`src/rtl/lfsr_pkg.sv`:
```
// Shared LFSR definitions: word width, receiver state encoding, Galois next-word function.
// Latency: n/a (types and a pure function only).
// Backpressure: n/a.
// Used by the receiver (lfsr_sync_rx) and by any matching generator so both sides
// agree on the exact sequence, including the lock-up-free treatment of 8'h00.
package lfsr_pkg;

  localparam int LFSR_W = 8;

  typedef enum logic [1:0] {
    SEARCH = 2'd0,
    VERIFY = 2'd1,
    LOCKED = 2'd2
  } state_t;

  // Galois step with the all-zero word folded into the sequence: the feedback bit
  // is inverted when the low seven bits are zero, so 8'h80 -> 8'h00 -> 8'h1D.
  function automatic logic [LFSR_W-1:0] lfsr_next(input logic [LFSR_W-1:0] x);
    logic              f;
    logic [LFSR_W-1:0] n;
    f    = x[7] ^ (x[6:0] == 7'd0);
    n[0] = f;
    n[1] = x[0];
    n[2] = x[1] ^ f;
    n[3] = x[2] ^ f;
    n[4] = x[3] ^ f;
    n[5] = x[4];
    n[6] = x[5];
    n[7] = x[6];
    return n;
  endfunction

endpackage

```
`src/rtl/lfsr_galois_next.sv`:
```
// Combinational LFSR predictor: returns the word that follows i_word in the sequence.
// Latency: 0 cycles (pure combinational).
// Backpressure: none.
// Ports: i_word [7:0] current word, o_next [7:0] successor word.
module lfsr_galois_next
  import lfsr_pkg::*;
(
  input  logic [7:0] i_word,
  output logic [7:0] o_next
);

  assign o_next = lfsr_next(i_word);

endmodule

```
`src/rtl/lfsr_sync_rx.sv`:
```
// LFSR sequence receiver: acquires lock on a PRBS word stream, flywheels, flags mismatches.
// Latency: o_lock/o_err/o_err_cnt update one cycle after the accepted word.
// Backpressure: none; every i_valid word is consumed, idle cycles freeze all state.
// Ports: clk, i_rst_n (sync, active-low), i_valid/i_lfsr word input, i_clr_cnt count clear,
//        o_lock lock status, o_err mismatch pulse while locked, o_err_cnt mismatch count.
// Build option: define LFSR_SYNC_RX_ERR_CNT_EN to build the error counter; otherwise
// o_err_cnt is tied to zero and i_clr_cnt has no effect.
module lfsr_sync_rx
  import lfsr_pkg::*;
#(
  parameter int LOCK_CNT   = 5,
  parameter int UNLOCK_CNT = 3
) (
  input  logic        clk,
  input  logic        i_rst_n,
  input  logic        i_valid,
  input  logic [7:0]  i_lfsr,
  input  logic        i_clr_cnt,
  output logic        o_lock,
  output logic        o_err,
  output logic [15:0] o_err_cnt
);

  localparam int MATCH_W = $clog2(LOCK_CNT + 1);
  localparam int MISS_W  = $clog2(UNLOCK_CNT + 1);
  localparam logic [MATCH_W-1:0] LOCK_LAST   = MATCH_W'(LOCK_CNT);
  localparam logic [MISS_W-1:0]  UNLOCK_LAST = MISS_W'(UNLOCK_CNT);

  state_t             state_q, state_d;
  logic [7:0]         expected_q, expected_d;
  logic [MATCH_W-1:0] match_cnt_q, match_cnt_d;
  logic [MISS_W-1:0]  miss_cnt_q, miss_cnt_d;
  logic               lock_q, lock_d;
  logic               err_q, err_d;

  logic [7:0]         pred_in;   // successor of the received word (acquisition)
  logic [7:0]         pred_exp;  // successor of the prediction (flywheel)
  logic               match;
  logic [MATCH_W-1:0] match_inc;
  logic [MISS_W-1:0]  miss_inc;
  logic               lock_hit;
  logic               unlock_hit;

  lfsr_galois_next u_pred_in  (.i_word(i_lfsr),     .o_next(pred_in));
  lfsr_galois_next u_pred_exp (.i_word(expected_q), .o_next(pred_exp));

  assign match      = (i_lfsr == expected_q);
  assign match_inc  = match_cnt_q + MATCH_W'(1);
  assign miss_inc   = miss_cnt_q + MISS_W'(1);
  assign lock_hit   = (match_inc == LOCK_LAST);
  assign unlock_hit = (miss_inc == UNLOCK_LAST);

  // State register plus the datapath flops that travel with it.
  always_ff @(posedge clk) begin
    if (!i_rst_n) begin
      state_q     <= SEARCH;
      expected_q  <= 8'h00;
      match_cnt_q <= '0;
      miss_cnt_q  <= '0;
      lock_q      <= 1'b0;
      err_q       <= 1'b0;
    end else begin
      state_q     <= state_d;
      expected_q  <= expected_d;
      match_cnt_q <= match_cnt_d;
      miss_cnt_q  <= miss_cnt_d;
      lock_q      <= lock_d;
      err_q       <= err_d;
    end
  end

  // Next-state logic: transitions only happen on accepted words.
  always_comb begin
    state_d = state_q;
    if (i_valid) begin
      unique case (state_q)
        SEARCH:  state_d = VERIFY;
        VERIFY:  if (match && lock_hit) state_d = LOCKED;
        LOCKED:  if (!match && unlock_hit) state_d = SEARCH;
        default: state_d = SEARCH;
      endcase
    end
  end

  // Datapath and registered outputs.
  always_comb begin
    expected_d  = expected_q;
    match_cnt_d = match_cnt_q;
    miss_cnt_d  = miss_cnt_q;
    err_d       = 1'b0;
    lock_d      = (state_d == LOCKED);
    if (i_valid) begin
      unique case (state_q)
        SEARCH: begin
          expected_d  = pred_in;
          match_cnt_d = '0;
          miss_cnt_d  = '0;
        end
        VERIFY: begin
          // A mismatch here just reseeds from the received word; it is not an error.
          expected_d  = pred_in;
          match_cnt_d = match ? match_inc : '0;
          miss_cnt_d  = '0;
        end
        LOCKED: begin
          // Flywheel: never trust the line while locked, so corrupted words
          // cannot pull the prediction off the sequence.
          expected_d = pred_exp;
          if (match) begin
            miss_cnt_d = '0;
          end else begin
            err_d       = 1'b1;
            miss_cnt_d  = unlock_hit ? '0 : miss_inc;
            match_cnt_d = '0;
          end
        end
        default: begin
          expected_d  = 8'h00;
          match_cnt_d = '0;
          miss_cnt_d  = '0;
        end
      endcase
    end
  end

  assign o_lock = lock_q;
  assign o_err  = err_q;

`ifdef LFSR_SYNC_RX_ERR_CNT_EN
  logic [15:0] err_cnt_q, err_cnt_d;

  // Saturating count of locked mismatches; a clear wins over a same-cycle increment.
  always_comb begin
    err_cnt_d = err_cnt_q;
    if (err_d && (err_cnt_q != 16'hFFFF)) err_cnt_d = err_cnt_q + 16'd1;
    if (i_clr_cnt) err_cnt_d = 16'h0000;
  end

  always_ff @(posedge clk) begin
    if (!i_rst_n) err_cnt_q <= 16'h0000;
    else          err_cnt_q <= err_cnt_d;
  end

  assign o_err_cnt = err_cnt_q;
`else
  logic unused_clr_cnt;
  assign unused_clr_cnt = i_clr_cnt;
  assign o_err_cnt      = 16'h0000;
`endif

endmodule

```
`config.mk`:
```
export PLATFORM = sky130hd
export DESIGN_NAME = lfsr_sync_rx
export DESIGN_NICKNAME = d
export VERILOG_FILES = /design/src/rtl/lfsr_pkg.sv /design/src/rtl/lfsr_galois_next.sv /design/src/rtl/lfsr_sync_rx.sv
export SDC_FILE = /design/constraint.sdc
export NUM_CORES = 1
export LEC_CHECK = 0
export CORE_UTILIZATION = 50
export DETAILED_ROUTE_END_ITERATION = 12
export PLACE_DENSITY = 0.8
export SETUP_SLACK_MARGIN = 0.4
export SLEW_MARGIN = 20
export SYNTH_ARGS = -nofsm -noshare
export SYNTH_HDL_FRONTEND = slang
export SYNTH_SLANG_ARGS = --single-unit
```
`constraint.sdc`:
```
create_clock -name clk -period 1.8 [get_ports clk]
set_input_delay 0.36 -clock clk [delete_from_list [all_inputs] [get_ports clk]]
set_output_delay 0.36 -clock clk [all_outputs]
set_load 0.02 [all_outputs]
```
==> results.md <==
- Outcome: finished, final reports clean
- Startpoint types: flop
- Die span in x: between 50 and 60 um
- First-pass GRT wire length: approximately 5000 um
- Sequential-to-total area share from yosys stat: 0.260
- DRC Markers: 0
- Core Area: ~2500 um2
- Fin util: 0.640
- Die ar.: around 2800 um2
- Inserted Clock Buffers: 3
- Maxcap violations: 0
- VDD IR max: approximately 0.0003 V
- CTS H-tree depth: 1
- #FFs+latches synth: 17
- CP Class: reg -> reg
- Setup TNS Final: 0 ps
- Antenna violations before repair: 0
- Cells after Synth: approximately 160
- Tot GR Track Use: 0.240
- N_diodes: 0
- Worst-Skew Late Latency: about 300 ps
- Initial core utilization: 0.528
- Design area: between 1500 and 2000 um2
- Total Wirelength: roughly 3200 um
- Synth area leader: dfxtp_1
- F_max: a little under 0.7 GHz
- Root Buffer: clkbuf_4
- Area Overhead vs Synth: 21.3%
- CTS clk-pin slew, worst paths: ~110 ps
- First-pass DRT Iterations: 5
- Slew Limit Fails: 0
- Iter 0 DRT Violations: 39
- # setup viols final: 0
- Crit path max fanout: 8
- CP arrival: between 1500 and 2000 ps
- Number of synthesized flops with an enable pin: 0
- PwrDens: around 550 nW/um2
- Post-synth ARST share: 0
- Vias per cell: around 5.7
- Post-synth top area share: 0.260
- Fin Clk Skew: roughly 5.4 ps
- Synth Warn #: 0
- Leakage power: 0.671 nW
- Placed inst area: approximately 1400 um2
- Largest net degree at the start of global routing: 16
- Clock Path Buffers: 2
- Grt total ovfl: 0
- Power Total: 0.876 mW
- Cell variety after synth: between 40 and 50
- Dominant synthesized flop cell: dfxtp_1
- CTS tree: built
- Cell area after synthesis: 1310 um2
- CP required: slightly below 2000 ps
- Worst Setup End Kind: flop
- Period utilization: 0.804
- Via count: 1212
- Io pins: 30
- WL/cell: approximately 15 um
- Clk sinks: 17
- Synth top area cells: dfxtp_1 (26%), buf_4 (9.2%), xnor2_1 (5.4%), a211oi_1 (3.4%), nor2b_1 (3.3%)
- Worst Hold Class: reg -> reg
- Die Ht: 53.1 um
- PortBufs: 12
- Vias in the first global route: ~1100
- Final Hold Viols: 0
- RSZ-0062 raised after global routing: true
- Nets: 198
- Antenna Nets Post-Route: 0
- HPWL Detailed: about 2200 um
- Site row count: 18
- Routability Congestion: 0.846
- Layout cells sized above 1: 0.257
- Min Tclk post-route: 1450 ps
- Mean Syn Cell Area: 8.33 um2
## where the power goes
group,total [mW],switching (mW),internal (mW)
Combinational,0.231,0.130,0.101
Sequential,0.425,0.0328,0.392
Clock,0.220,0.137,0.0828
## per-layer routing
| metal | GRT usage | wire length [um] | up-vias |
|---|---|---|---|
| met5 | 0 | 0 | - |
| met4 | 0.0789 | 50 | 0 |
| met3 | 0.0172 | 116 | 7 |
| met2 | 0.414 | 1550 | 45 |
| met1 | 0.314 | 1500 | 570 |
| li1 | - | - | 590 |
## critical path, stage by stage, from the launching register on
cell and delay [ps]:
dfxtp_1 400, nor3_4 400, a211oi_1 140, nor4_1 260
o22ai_1 130
## Yosys cell counts (all sizes together) (2+ instances only)
cell type	instances
buf	20
nand4	2
o22ai	2
inv	8
nor3	4
clkbuf	2
nor4	5
a222oi	4
nand4b	2
nor3b	3
or2b	2
nor2b	7
nand2	6
a21oi	5
xnor2	8
nand2b	5
a211oi	6
ha	2
dfxtp	17
and3	4
a31oi	4
nor2	8
xor2	3
o31ai	2
nand3b	2
o21ai	8
nand3	2
mux2i	2
## sequential cells by signal, summed over array words and instances (netlist names)
| register | flops |
|---|---|
| expected_q | 8 |
| match_cnt_q | 3 |
| o_lock | 1 |
| o_err | 1 |
| state_q | 2 |
| miss_cnt_q | 2 |
## final timing paths
kind	start	endpoint	slack [ps]	depth (start not counted)
max	expected_q[0]	expected_q[4]	350	4
min	miss_cnt_q[0]	miss_cnt_q[0]	490	2
max reg2reg	expected_q[0]	expected_q[4]	350	4
min reg2reg	miss_cnt_q[0]	miss_cnt_q[0]	490	2
## stage by stage
step                hold WS [ps]  cells  setup WS, ps
floorplan                    448    172           463
global placement             466    202         -45.6
detailed placement           475    202         -39.5
CTS                          491    211           273
global route                 518    213           257
finish                       489    213           353
## cell type report
class                   instances  area, um2
multi-input cells             125        900
flip-flops and latches         17        355
well taps                      30       37.5
fillers                       201        891
clock inverters                 1       5.00
inverters                       8       30.0
clock buffers                   3       22.5
repair buffers                 29        236
## placed cells by master, fill, tap and decap left out, types with 3 or more instances in the layout
cell type,instances
a211oi_1,3
a211oi_2,3
a21oi_1,5
a222oi_1,4
a31oi_1,4
and3_1,3
buf_4,16
clkbuf_4,3
conb_1,16
dfxtp_1,9
dfxtp_2,6
dlygate4sd2_1,12
inv_1,8
nand2_1,5
nand2b_1,5
nor2_1,7
nor2b_1,5
nor4_1,3
o21ai_0,8
xnor2_1,8
## kinds of logic after synthesis
group,Yosys count,share of synthesized area
and+or+nand+nor,56,0.292
buffers and inverters,30,0.136
AOI/OAI and AO/OA,38,0.201
DFF,17,0.260
muxes,2,0.0153
xor gates and xnor gates,11,0.0737
other,1,0.00287
adders and majority gates,2,0.0191
## timing repair
action	in CTS	in global routing
buffers inserted	5	2
resized for setup	22	13
setup endpoints to repair	19	14
hold buffers	0	0
pin swaps	8	8
gates cloned	0	0
(Power assumes the default switching activity.)
